[config.mk]
export PLATFORM = sky130hd
export DESIGN_NAME = collatz_range_server
export DESIGN_NICKNAME = d
export VERILOG_FILES = /design/src/rtl/collatz_pkg.sv /design/src/rtl/collatz_iter.sv /design/src/rtl/collatz_range_server.sv
export SDC_FILE = /design/constraint.sdc
export NUM_CORES = 1
export LEC_CHECK = 0
export ABC_CLOCK_PERIOD_IN_PS = 4300
export BUFFER_PORTS_ARGS = -buffer_cell sky130_fd_sc_hd__buf_2
export CORE_ASPECT_RATIO = 0.5
export CORE_UTILIZATION = 40
export DETAILED_ROUTE_END_ITERATION = 7
export GPL_ROUTABILITY_DRIVEN = 0
export GPL_TIMING_DRIVEN = 0
export PLACE_DENSITY = 0.53
export SLEW_MARGIN = 10
export SYNTH_ARGS = -nofsm -noshare
export SYNTH_HDL_FRONTEND = slang
export SYNTH_SLANG_ARGS = --single-unit
[constraint.sdc]
create_clock -name clk -period 4.3 [get_ports clk]
set_input_delay 0 -clock clk [delete_from_list [all_inputs] [get_ports clk]]
set_output_delay 0 -clock clk [all_outputs]
set_load 0.005 [all_outputs]
[src/rtl/collatz_pkg.sv]
// Shared types and helpers for the Collatz range server and its iterator.
package collatz_pkg;

  localparam int VALUE_BITS = 32;

  typedef enum logic [2:0] {
    IDLE,
    LOAD,
    RUN,
    WRITE,
    FINISH
  } state_t;

  // One Collatz step; arithmetic wraps modulo 2^VALUE_BITS.
  function automatic logic [VALUE_BITS-1:0] collatz_step(input logic [VALUE_BITS-1:0] n);
    logic [VALUE_BITS-1:0] result;
    if (n[0]) begin
      result = (n << 1) + n + VALUE_BITS'(1);
    end else begin
      result = n >> 1;
    end
    return result;
  endfunction

endpackage

[src/rtl/collatz_iter.sv]
// Single-value Collatz iterator: one step per clock, reports sequence length.
module collatz_iter
  import collatz_pkg::*;
#(
  parameter int COUNT_BITS = 16
) (
  input  logic                  clk,
  input  logic                  reset,
  input  logic                  go,
  input  logic [VALUE_BITS-1:0] n,
  output logic                  done,
  output logic [COUNT_BITS-1:0] len
);

  logic                  active_q, active_d;
  logic [VALUE_BITS-1:0] n_q, n_d;
  logic [COUNT_BITS-1:0] len_q, len_d;
  logic                  done_q, done_d;

  // Load on go, then step until n reaches 1 (or 0, which terminates with length 0).
  always_comb begin
    active_d = active_q;
    n_d      = n_q;
    len_d    = len_q;
    done_d   = 1'b0;
    if (go) begin
      active_d = 1'b1;
      n_d      = n;
      len_d    = (n == '0) ? '0 : COUNT_BITS'(1);
    end else if (active_q) begin
      if (n_q <= VALUE_BITS'(1)) begin
        done_d   = 1'b1;
        active_d = 1'b0;
      end else begin
        n_d = collatz_step(n_q);
        if (len_q != '1) begin
          len_d = len_q + COUNT_BITS'(1);
        end
      end
    end
  end

  // Iterator state registers.
  always_ff @(posedge clk or posedge reset) begin
    if (reset) begin
      active_q <= 1'b0;
      n_q      <= '0;
      len_q    <= '0;
      done_q   <= 1'b0;
    end else begin
      active_q <= active_d;
      n_q      <= n_d;
      len_q    <= len_d;
      done_q   <= done_d;
    end
  end

  assign done = done_q;
  assign len  = len_q;

endmodule

[src/rtl/collatz_range_server.sv]
// Evaluates Collatz lengths for a range of consecutive values into a RAM, then serves reads.
module collatz_range_server
  import collatz_pkg::*;
#(
  parameter int RAM_WORDS     = 16,
  parameter int RAM_ADDR_BITS = 4,
  parameter int COUNT_BITS    = 16
) (
  input  logic                     clk,
  input  logic                     reset,
  input  logic                     go,
  input  logic [VALUE_BITS-1:0]    start,
  input  logic [RAM_ADDR_BITS-1:0] rd_addr,
  output logic                     done,
  output logic                     busy,
  output logic [COUNT_BITS-1:0]    count
);

  localparam logic [RAM_ADDR_BITS-1:0] LAST_INDEX = RAM_ADDR_BITS'(RAM_WORDS - 1);

  state_t                   state_q, state_d;
  logic [VALUE_BITS-1:0]    base_q, base_d;
  logic [RAM_ADDR_BITS-1:0] index_q, index_d;
  logic                     done_q, done_d;
  logic                     busy_q, busy_d;
  logic [COUNT_BITS-1:0]    count_q, count_d;

  logic                     ram_we;
  logic [COUNT_BITS-1:0]    ram [RAM_WORDS];

  logic                     iter_go;
  logic [VALUE_BITS-1:0]    iter_n;
  logic                     iter_done;
  logic [COUNT_BITS-1:0]    iter_len;

  assign iter_go = (state_q == LOAD);
  assign iter_n  = base_q + VALUE_BITS'(index_q);

  collatz_iter #(
    .COUNT_BITS(COUNT_BITS)
  ) u_iter (
    .clk  (clk),
    .reset(reset),
    .go   (iter_go),
    .n    (iter_n),
    .done (iter_done),
    .len  (iter_len)
  );

  // Sequencer: walk the index through the range, one iterator run per entry.
  always_comb begin
    state_d = state_q;
    base_d  = base_q;
    index_d = index_q;
    done_d  = 1'b0;
    busy_d  = busy_q;
    ram_we  = 1'b0;
    unique case (state_q)
      IDLE: begin
        if (go) begin
          base_d  = start;
          index_d = '0;
          busy_d  = 1'b1;
          state_d = LOAD;
        end
      end
      LOAD: state_d = RUN;
      RUN: begin
        if (iter_done) state_d = WRITE;
      end
      WRITE: begin
        ram_we = 1'b1;
        if (index_q == LAST_INDEX) begin
          done_d  = 1'b1;
          state_d = FINISH;
        end else begin
          index_d = index_q + RAM_ADDR_BITS'(1);
          state_d = LOAD;
        end
      end
      FINISH: begin
        busy_d  = 1'b0;
        state_d = IDLE;
      end
      default: state_d = IDLE;
    endcase
  end

  // Registered read of the result RAM; old data wins on a same-address write.
  always_comb begin
    count_d = ram[rd_addr];
  end

  // Control and output registers.
  always_ff @(posedge clk or posedge reset) begin
    if (reset) begin
      state_q <= IDLE;
      base_q  <= '0;
      index_q <= '0;
      done_q  <= 1'b0;
      busy_q  <= 1'b0;
      count_q <= '0;
    end else begin
      state_q <= state_d;
      base_q  <= base_d;
      index_q <= index_d;
      done_q  <= done_d;
      busy_q  <= busy_d;
      count_q <= count_d;
    end
  end

  // Result storage kept free of reset so it maps onto block RAM.
  always_ff @(posedge clk) begin
    if (ram_we) begin
      ram[index_q] <= iter_len;
    end
  end

  assign done  = done_q;
  assign busy  = busy_q;
  assign count = count_q;

endmodule

## Word-level counts from Yosys, hierarchy flattened

Memory sizes are Yosys's and may differ from the RTL's. A register that Yosys moved wholly into a read port is not among the register bits.
Index checks and enable logic that the tools add are counted.

| cells by class | value |
|---|---|
| $add $sub $neg | 5 |
| magnitude comparators | 1 |
| equality and inequality tests | 10 |
| multiplexer cells | 29 |
| reductions and logical operators | 12 |

Operators with widths:

| cell | number |
|---|---|
| $mux W32 | 4 |
| $mux W16 | 4 |
| $add A32 B1 Y32 const B | 1 |
| $add A32 B32 Y32 | 1 |
| $add A32 B4 Y32 | 1 |
| $le A32 B1 Y1 const B | 1 |
| $logic_not A32 Y1 | 1 |
| $add A16 B1 Y16 const B | 1 |
| $ne A16 B16 Y1 const B | 1 |
| $mux W1 | 13 |
| $pmux W3 S4 | 1 |
| $mux W3 | 3 |
| $mux W4 | 2 |
| $pmux W4 S2 | 1 |
| $reduce_and A2 Y1 | 4 |
| $reduce_bool A2 Y1 | 4 |
| $eq A3 B2 Y1 const B | 2 |
| $ne A2 B2 Y1 const B | 3 |
| $reduce_and A3 Y1 | 2 |
| $add A4 B1 Y4 const B | 1 |
| $eq A4 B4 Y1 const B | 1 |
| $eq A3 B1 Y1 const B | 1 |
| $eq A3 B3 Y1 const B | 1 |
| $logic_not A3 Y1 | 1 |
| other kinds (2) | 2 |

| word-level totals | value |
|---|---|
| register bits after elaboration | 91 |
| RAM bits | 256 |
| output and inout port bits | 18 |
| memories | 1 |

Memories:

| memory | depth | bits a word | read ports | clocked after Yosys merged registers in | write ports | line | text |
|---|---|---|---|---|---|---|---|
| ram | 16 | 16 | 1 | 1 | 1 | collatz_range_server.sv:29 | `logic [COUNT_BITS-1:0] ram [RAM_WORDS];` |

## Logic depth before layout (Yosys ltp)

Gate-level depths: netlist of the first run.

| logic depth | value |
|---|---|
| depth in word-level cells | 6 |
| mapped depth | 14 |

## Hierarchy

From an unflattened synthesis of the first run, not the netlist that was laid out.

| unflattened totals | value |
|---|---|
| cells, all modules | 1189 |
| area total of the unflattened synthesis | 17391.7 sq um |

By module, submodules not included:

| module | instances | cells an instance | area each (sq um) |
|---|---|---|---|
| collatz_range_server | 1 | 611 | 12697.2 |
| collatz_iter | 1 | 578 | 4694.5 |

## Least setup slack after synthesis of the first run

Ideal clock, no wire load.

| path | value |
|---|---|
| path type | register -> register |
| start | register u_iter.n_q[0] |
| end | register u_iter.n_q[21] |
| data arrival time | 3039 ps |
| data required time | 4204 ps |
| path slack | 1165 ps |
| cell stages (with the launch flop) | 13 |
| buffers on the path | 2 |
| period minus slack after synthesis | 3135 ps |
| path through | dfrtp_1 -> buf_6 -> inv_1 -> clkbuf_1 -> ha_1 -> a211oi_4 -> o211ai_2 -> a41oi_2 -> a31oi_2 -> a2111oi_4 -> o22ai_1 -> a211o_1 -> a311oi_2 |

| between the ends | value |
|---|---|
| cells in the longest elaborated chain, start to end | 6 |
| elaborated cells between the ends (all ways) | 9 |
| those cells by class | add/sub (2); order compare (1); eq/ne (1); mux (4); reduce/logical (1) |

Ends and longest elaborated chain:

| what | line | text |
|---|---|---|
| start: declaration | collatz_iter.sv:16 | `logic [VALUE_BITS-1:0] n_q, n_d;` |
| start signal: assignment | collatz_iter.sv:52 | `n_q <= n_d;` |
| $add A32 B32 Y32 | collatz_pkg.sv:18 | `result = (n << 1) + n + VALUE_BITS'(1);` |
| $add A32 B1 Y32 | collatz_pkg.sv:18 |  |
| $mux W32 | collatz_pkg.sv:17 | `if (n[0]) begin` |
| $mux W32 | collatz_iter.sv:31 | `if (n_q <= VALUE_BITS'(1)) begin` |
| $mux W32 | collatz_iter.sv:30 | `end else if (active_q) begin` |
| $mux W32 | collatz_iter.sv:26 | `if (go) begin` |

Several ways; a longest one is shown, not always the timed one. The select of a mux whose other input is x is not followed.
A chain may end at the register's enable or synchronous reset.

## Worst setup path in the final report of the first run

| path | value |
|---|---|
| start | register u_iter.n_q[0] |
| end | register u_iter.len_q[10], in the netlist u_iter.len[10] |

| between the ends | value |
|---|---|
| cells in the longest elaborated chain, start to end | 3 |

Ends and longest elaborated chain:

| what | line | text |
|---|---|---|
| $le A32 B1 Y1 | collatz_iter.sv:31 |  |
| $ne A2 B2 Y1 (no line) | - |  |
| $reduce_and A3 Y1 (no line) | - |  |
| end signal: assignment | collatz_iter.sv:53 | `len_q <= len_d;` |
| end: declaration | collatz_iter.sv:17 | `logic [COUNT_BITS-1:0] len_q, len_d;` |

No other way between the ends.

==> results of run 1 <==
==> power by group through the flow <==
stage / sequential [uW] / clock [uW] / combinational (uW)
floorplan: 4690 / 0 / 4030
global placement: 4880 / 0 / 5220
CTS: 4830 / 3130 / 5390
finish: 4830 / 3050 / 5400
global route: 4900 / 3270 / 5970
detailed placement: 4900 / 0 / 5340
==> cells by family (layout without fill, tap and decap cells) <==
group,count (synthesis),in the layout,share of synthesized area [%]
buffers and inverters,108,274,2.43
xor gates and xnor gates,76,76,3.81
muxes,123,123,13.0
adders and majority gates,64,64,4.67
and+or+nand+nor,287,287,8.29
AOI/OAI and AO/OA,223,223,8.54
DFF,363,363,59.3
==> Yosys cell counts (15+ instances only) <==
| cell | instances |
|---|---|
| a21o_1 | 22 |
| a21oi_1 | 54 |
| and3_1 | 15 |
| clkbuf_1 | 45 |
| dfrtp_1 | 107 |
| edfxtp_1 | 256 |
| ha_1 | 62 |
| inv_1 | 43 |
| mux2_2 | 31 |
| mux4_2 | 80 |
| nand2_1 | 67 |
| nand3_1 | 36 |
| nand4_1 | 16 |
| nor2_1 | 88 |
| nor3_1 | 17 |
| o211ai_1 | 17 |
| o21ai_0 | 48 |
| xnor2_1 | 44 |
| xor2_1 | 32 |
==> flip-flops by register name (all words and copies together), names as in the netlist, named ones only <==
| name | flops |
|---|---|
| ram | 256 |
| u_iter.active_q | 1 |
| u_iter.len | 16 |
| index_q | 4 |
| u_iter.done | 1 |
| state_q | 3 |
| u_iter.n_q | 31 |
| busy | 1 |
| count | 16 |
| base_q | 32 |
| done | 1 |
==> path summary, 6_finish.rpt <==
check / end / slack, ps / cells past startpoint
hold / removal: busy / 20 / 3
min in group clk: count[0] / 60 / 2
setup reg to reg: u_iter.len[10] / 360 / 13
setup / recovery: u_iter.len[10] / 360 / 13
hold reg to reg: u_iter.done / 520 / 2
max in group asynchronous: u_iter.n_q[11] / 3550 / 4
==> worst max-delay path: stages (launching register included) <==
cell	delay [ps]
dfrtp_1	430
buf_6	170
inv_1	130
clkbuf_2	290
ha_1	270
a21bo_2	200
a31oi_1	160
o21ai_0	120
nand3_1	200
o21ai_1	260
nor3b_1	1020
nand3_1	200
xnor2_1	170
and2_1	170
==> cell type report <==
type | count | area share (%)
buffer | 65 | 1.31
clock buffer | 47 | 4.76
clock inverter | 16 | 0.749
inverter | 43 | 0.823
multi-input combinational | 773 | 33.5
sequential | 363 | 51.3
tap | 577 | 3.57
timing repair buffer | 103 | 4.06
==> per-stage QoR <==
step           TNS, ps  total power (uW)  utilization, %  std cells  area [um2]
5_1_grt              0             14100            47.6       1987       20200
2_1_floorplan        0              8720               -       1244       17500
6_report             0             13300            47.6       1987       20200
3_5_place_dp         0             10200            44.1       1890       18800
3_3_place_gp    -32120             10100            43.4       1873       18500
4_1_cts              0             13400            47.6       1987       20200
==> metal layers <==
metal	wire [um]	part of all wire, %	vias to the layer above	GRT usage [%]
li1	-	-	5035	-
met1	19200	44	5653	27.0
met2	21000	48	265	33.2
met3	2250	5.2	67	3.40
met4	951	2.2	0	5.34
met5	0	0	-	0
==> repair_timing <==
item	4_1_cts	5_1_grt
hold buffers	34	0
resized for setup	0	2
hold endpoints to repair	142	0
endpoints found under the setup margin	0	4
==> metrics.yaml, run 1 <==
outcome:
  status: "finished clean"
global_route:
  grt_first_pass_wirelength_um: 66900
  antenna_found_initial: 0
  gr-usage-all-layers_pct: 19.9
  grt_max_degree: 82
  grt_pass1_vias: 11100
  grt-ovfl-total: 0
routing:
  ant_nets: 0
  routedWlPerCell_um: 21.9
  drt_iter0_markers: 877
  num_vias: 11000
  firstDrtPassIters: 5
  avgViaCountPerCell: 5.55
  wirelength_um: 43400
  route.detailed.drc: 0
die:
  die_w_um: 298
  start_util_pct: 41.1
  die_area_mm2: 0.0446
  num_rows: 53
  core_area_mm2: 0.0425
  die_h_um: 150
  pin_count: 57
synth:
  syn_inst: 1244
  avgSynthCellArea_um2: 14.1
  ys_warn_count: 0
  synth.distinct_cells: 78
  syn_nets: 1347
  ys_seq_area_share_pct: 59.3
  yosys.area.top_type: "edfxtp_1"
  syn_area_mm2: 0.0175
  async_flop_share_pct: 29.5
  synth-seq-cells: 363
  synth-edff-count: 256
  synth_area_leaders: "edfxtp_1, dfrtp_1, mux4_2"
  synth_ff_type: "edfxtp_1"
  synthDominantCellAreaShare_pct: 44.0
worst_setup_path:
  crit_fanout: 12
  path_class: "reg2reg"
  critPathCaptureType: "flop"
  r2r_start: "u_iter.n_q[0]"
  crit_path_start_kind: "flop"
  crit_arrival_ps: 4360
  critPathLaunch: "u_iter.n_q[0]"
  cp.required_ps: 4720
layout:
  ff_latch_area_mm2: 0.0104
  n_antenna_cell: 0
  syn_to_final_growth_pct: 15.6
  multi_input_area_mm2: 0.00677
  fin_nets: 1487
  nFillCells: 3744
  final_common_cell: "edfxtp_1"
  drive_gt1_share_pct: 19.9
  final_cell_mix: "edfxtp_1, dfrtp_1, mux4_2, nor2_1, nand2_1"
cts:
  numClockSinks: 363
  cts_buffers: 35
  cts_tree: "yes"
  clock_latency_ps: 540
  cts-htree-levels: 2
  cts_root_buffer: "clkbuf_16"
  clkSlewWorstSetupHoldPaths_ps: 70
  clock_path_buffers: 3
  cts_setup_buffers: 0
timing:
  min_period_ps: 3940
  tightest_slew_ps: 1170
  timing.final.crit_share_pct: 91.7
  setup_slack_ps: 358
  relSlewSlack_pct: 21.9
  finalSetupViolCount: 0
  fmaxAchievable_ghz: 0.254
  hold-worst-slack_ps: 23.8
  fin_worst_skew_ps: 13.6
  hold_viol_final: 0
  rsz0062_at_grt: "false"
  slew_violations: 0
placement:
  dpl_worst_slack_ps: 253
  hpwl_um: 30100
  port_buffers: 52
power_and_ir_drop:
  leakagePower_uw: 0.00730
  swShare_pct: 38.5
  p_comb_share_pct: 40.6
  intPower_uw: 8170
  p_seq_share_pct: 36.4
  net-switching-power_uw: 5110
  clkPwrFrac_pct: 23.0
  ir_worst_vdd_uv: 394
  powerDensity_mw_per_mm2: 657
flow_run:
  drv_cap: 0
worst_hold_path:
  hold_class: "in2async"
Power figures use the tool's default switching activity.
==> run 2: changes to the inputs <==
- CORE_ASPECT_RATIO: 0.5 -> default
- SLEW_MARGIN: 10 -> default
==> run 2 against run 1 <==
Clock skew rose by 6.4 ps. Clock power is 7.2% higher. Via count shrank 0.82%. Final area rose by 1.1%. Setup slack improved by 44 ps. Hold slack better by 3.0 ps. Combinational power is 0.9% higher. Count of clock-buffer cells in the layout grew 13. Utilization fell by 0.13 points. Die area decreased by 0.11%. Cell count is 0.96% higher. Sequential share of layout area is 0.53 points lower.
==> metrics.yaml, run 2 (same netlist as run 1, synthesis figures left out) <==
cts:
  cts-htree-levels: 2
  clock_path_buffers: 3
  clock_latency_ps: 560
  cts_buffers: 40
  numClockSinks: 363
  cts_root_buffer: "clkbuf_16"
  cts_resized: 0
  clkSlewWorstSetupHoldPaths_ps: 60
  cts_tree: "yes"
die:
  num_rows: 76
  start_util_pct: 40.6
  core_area_mm2: 0.0431
  die_area_mm2: 0.0446
  die_h_um: 211
  pin_count: 57
  die_w_um: 211
routing:
  ant_nets: 0
  firstDrtPassIters: 5
  drt_iter0_markers: 814
  wirelength_um: 45000
  avgViaCountPerCell: 5.45
  routedWlPerCell_um: 22.4
  num_vias: 10900
  route.detailed.drc: 0
layout:
  regMostFlops: "ram"
  fin_nets: 1493
  syn_to_final_growth_pct: 16.8
  final_common_cell: "edfxtp_1"
  final_cell_mix: "edfxtp_1, dfrtp_1, mux4_2, nor2_1, nand2_1"
  reg_top3: "ram: 256 flops, base_q: 32 flops, u_iter.n_q: 31 flops"
  n_antenna_cell: 0
  drive_gt1_share_pct: 20.6
  largest_register_ff_count: 256
  design_area_mm2: 0.0204
timing:
  fin_tns_setup_ps: 0
  hold_viol_final: 0
  hold-worst-slack_ps: 26.8
  slew_violations: 0
  finalSetupViolCount: 0
  setup_slack_ps: 402
  rsz0062_at_grt: "false"
  timing.final.crit_share_pct: 90.7
  fmaxAchievable_ghz: 0.257
  min_period_ps: 3900
  relSlewSlack_pct: 20.8
  fin_worst_skew_ps: 20.1
  tightest_slew_ps: 1180
worst_setup_path:
  slowest_delay_ps: 570
  crit_fanout: 12
  path_common_cell: "o21ai_0"
  critPathCaptureType: "flop"
  crit_path_start_kind: "flop"
  path_class: "reg2reg"
  cp.required_ps: 4730
  timing.critical_path.slowest_stage_cell: "clkbuf_1"
  crit_arrival_ps: 4330
  worstPathCellList: "buf_6 -> inv_1 -> clkbuf_1 -> ha_1 -> a211oi_4 -> o211ai_2 -> a41oi_2 -> a31oi_2 -> a2111oi_4 -> o21ai_0 -> a31oi_1 -> xor2_1 -> o21ai_0"
outcome:
  status: "finished clean"
global_route:
  grt_pass1_vias: 11100
  antenna_found_initial: 0
  grt-ovfl-total: 0
  grt_first_pass_wirelength_um: 68000
  gr-usage-all-layers_pct: 20.7
  grt_max_degree: 59
placement:
  port_buffers: 52
  hpwl_um: 31300
  place_area_mm2: 0.0188
  dpl_worst_slack_ps: 444
power_and_ir_drop:
  ir_worst_vdd_uv: 361
  total_power_uw: 13500
  leakagePower_uw: 0.00739
  powerDensity_mw_per_mm2: 661
worst_hold_path:
  hold_class: "in2reg"
flow_run:
  drv_cap: 0
## run 2: cell count changes in the layout (fill, tap and decap cells not counted), sizes merged
cell	before	now
inv	44	45
bufinv	2	0
clkbuf	93	106
clkinvlp	1	2
buf	88	89
clkinv	12	9
## run 2: path summary, 6_finish.rpt
path | slack [ps] | start | end | cells after the start
worst max register to register | 400 | u_iter.n_q[0] | u_iter.n_q[25] | 13
worst min register to register | 530 | busy | busy | 2
min in group asynchronous | 60 | reset | base_q[5] | 3
max in group asynchronous | 3510 | reset | count[7] | 4
worst min-delay path | 30 | rd_addr[3] | count[3] | 2
worst max-delay path | 400 | u_iter.n_q[0] | u_iter.n_q[25] | 13
## run 2: critical path, delay by kind of cell, from the launching register on
family                   cells  cell delay, ps
XOR/XNOR                     1             170
buffers and inverters        3             920
adder cells (fa/ha/maj)      1             380
flip-flops                   1             420
AO/OA/AOI/OAI                8            1870
## run 2: where the power goes
group / internal [uW] / switching (uW) / total [uW]
Sequential: 4290 / 513 / 4800
Combinational: 2190 / 3260 / 5450
Clock: 1860 / 1410 / 3270
## run 2: final cells by class
class | instances | area [um2]
plain buffers | 65 | 264
fillers | 3827 | 22600
flip-flops and latches | 363 | 10400
multi-input cells | 773 | 6750
well taps | 585 | 732
inverters | 43 | 166
clock inverters | 13 | 100
clock buffers | 60 | 1150
repair buffers | 104 | 907
## run 2: timing repair
action	4_1_cts	5_1_grt
endpoints found under the hold margin	105	0
buffers inserted	0	0
hold buffers	34	0
## run 2: through the flow
step | cells | util (%)
final | 2006 | 47.4
after global routing | 2006 | 47.4
after CTS | 2006 | 47.4
after detailed placement | 1899 | 43.7
after global placement | 1881 | 42.9
after floorplan | 1244 | -
## run 2: routing by layer
metal	vias up	global-route usage, %	part of all wire, %	wire length (um)
met5	-	0	0	0
li1	5041	-	-	-
met4	0	7.52	3.0	1350
met2	253	36.5	51	23100
met3	80	2.88	4.2	1900
met1	5556	25.9	41	18700
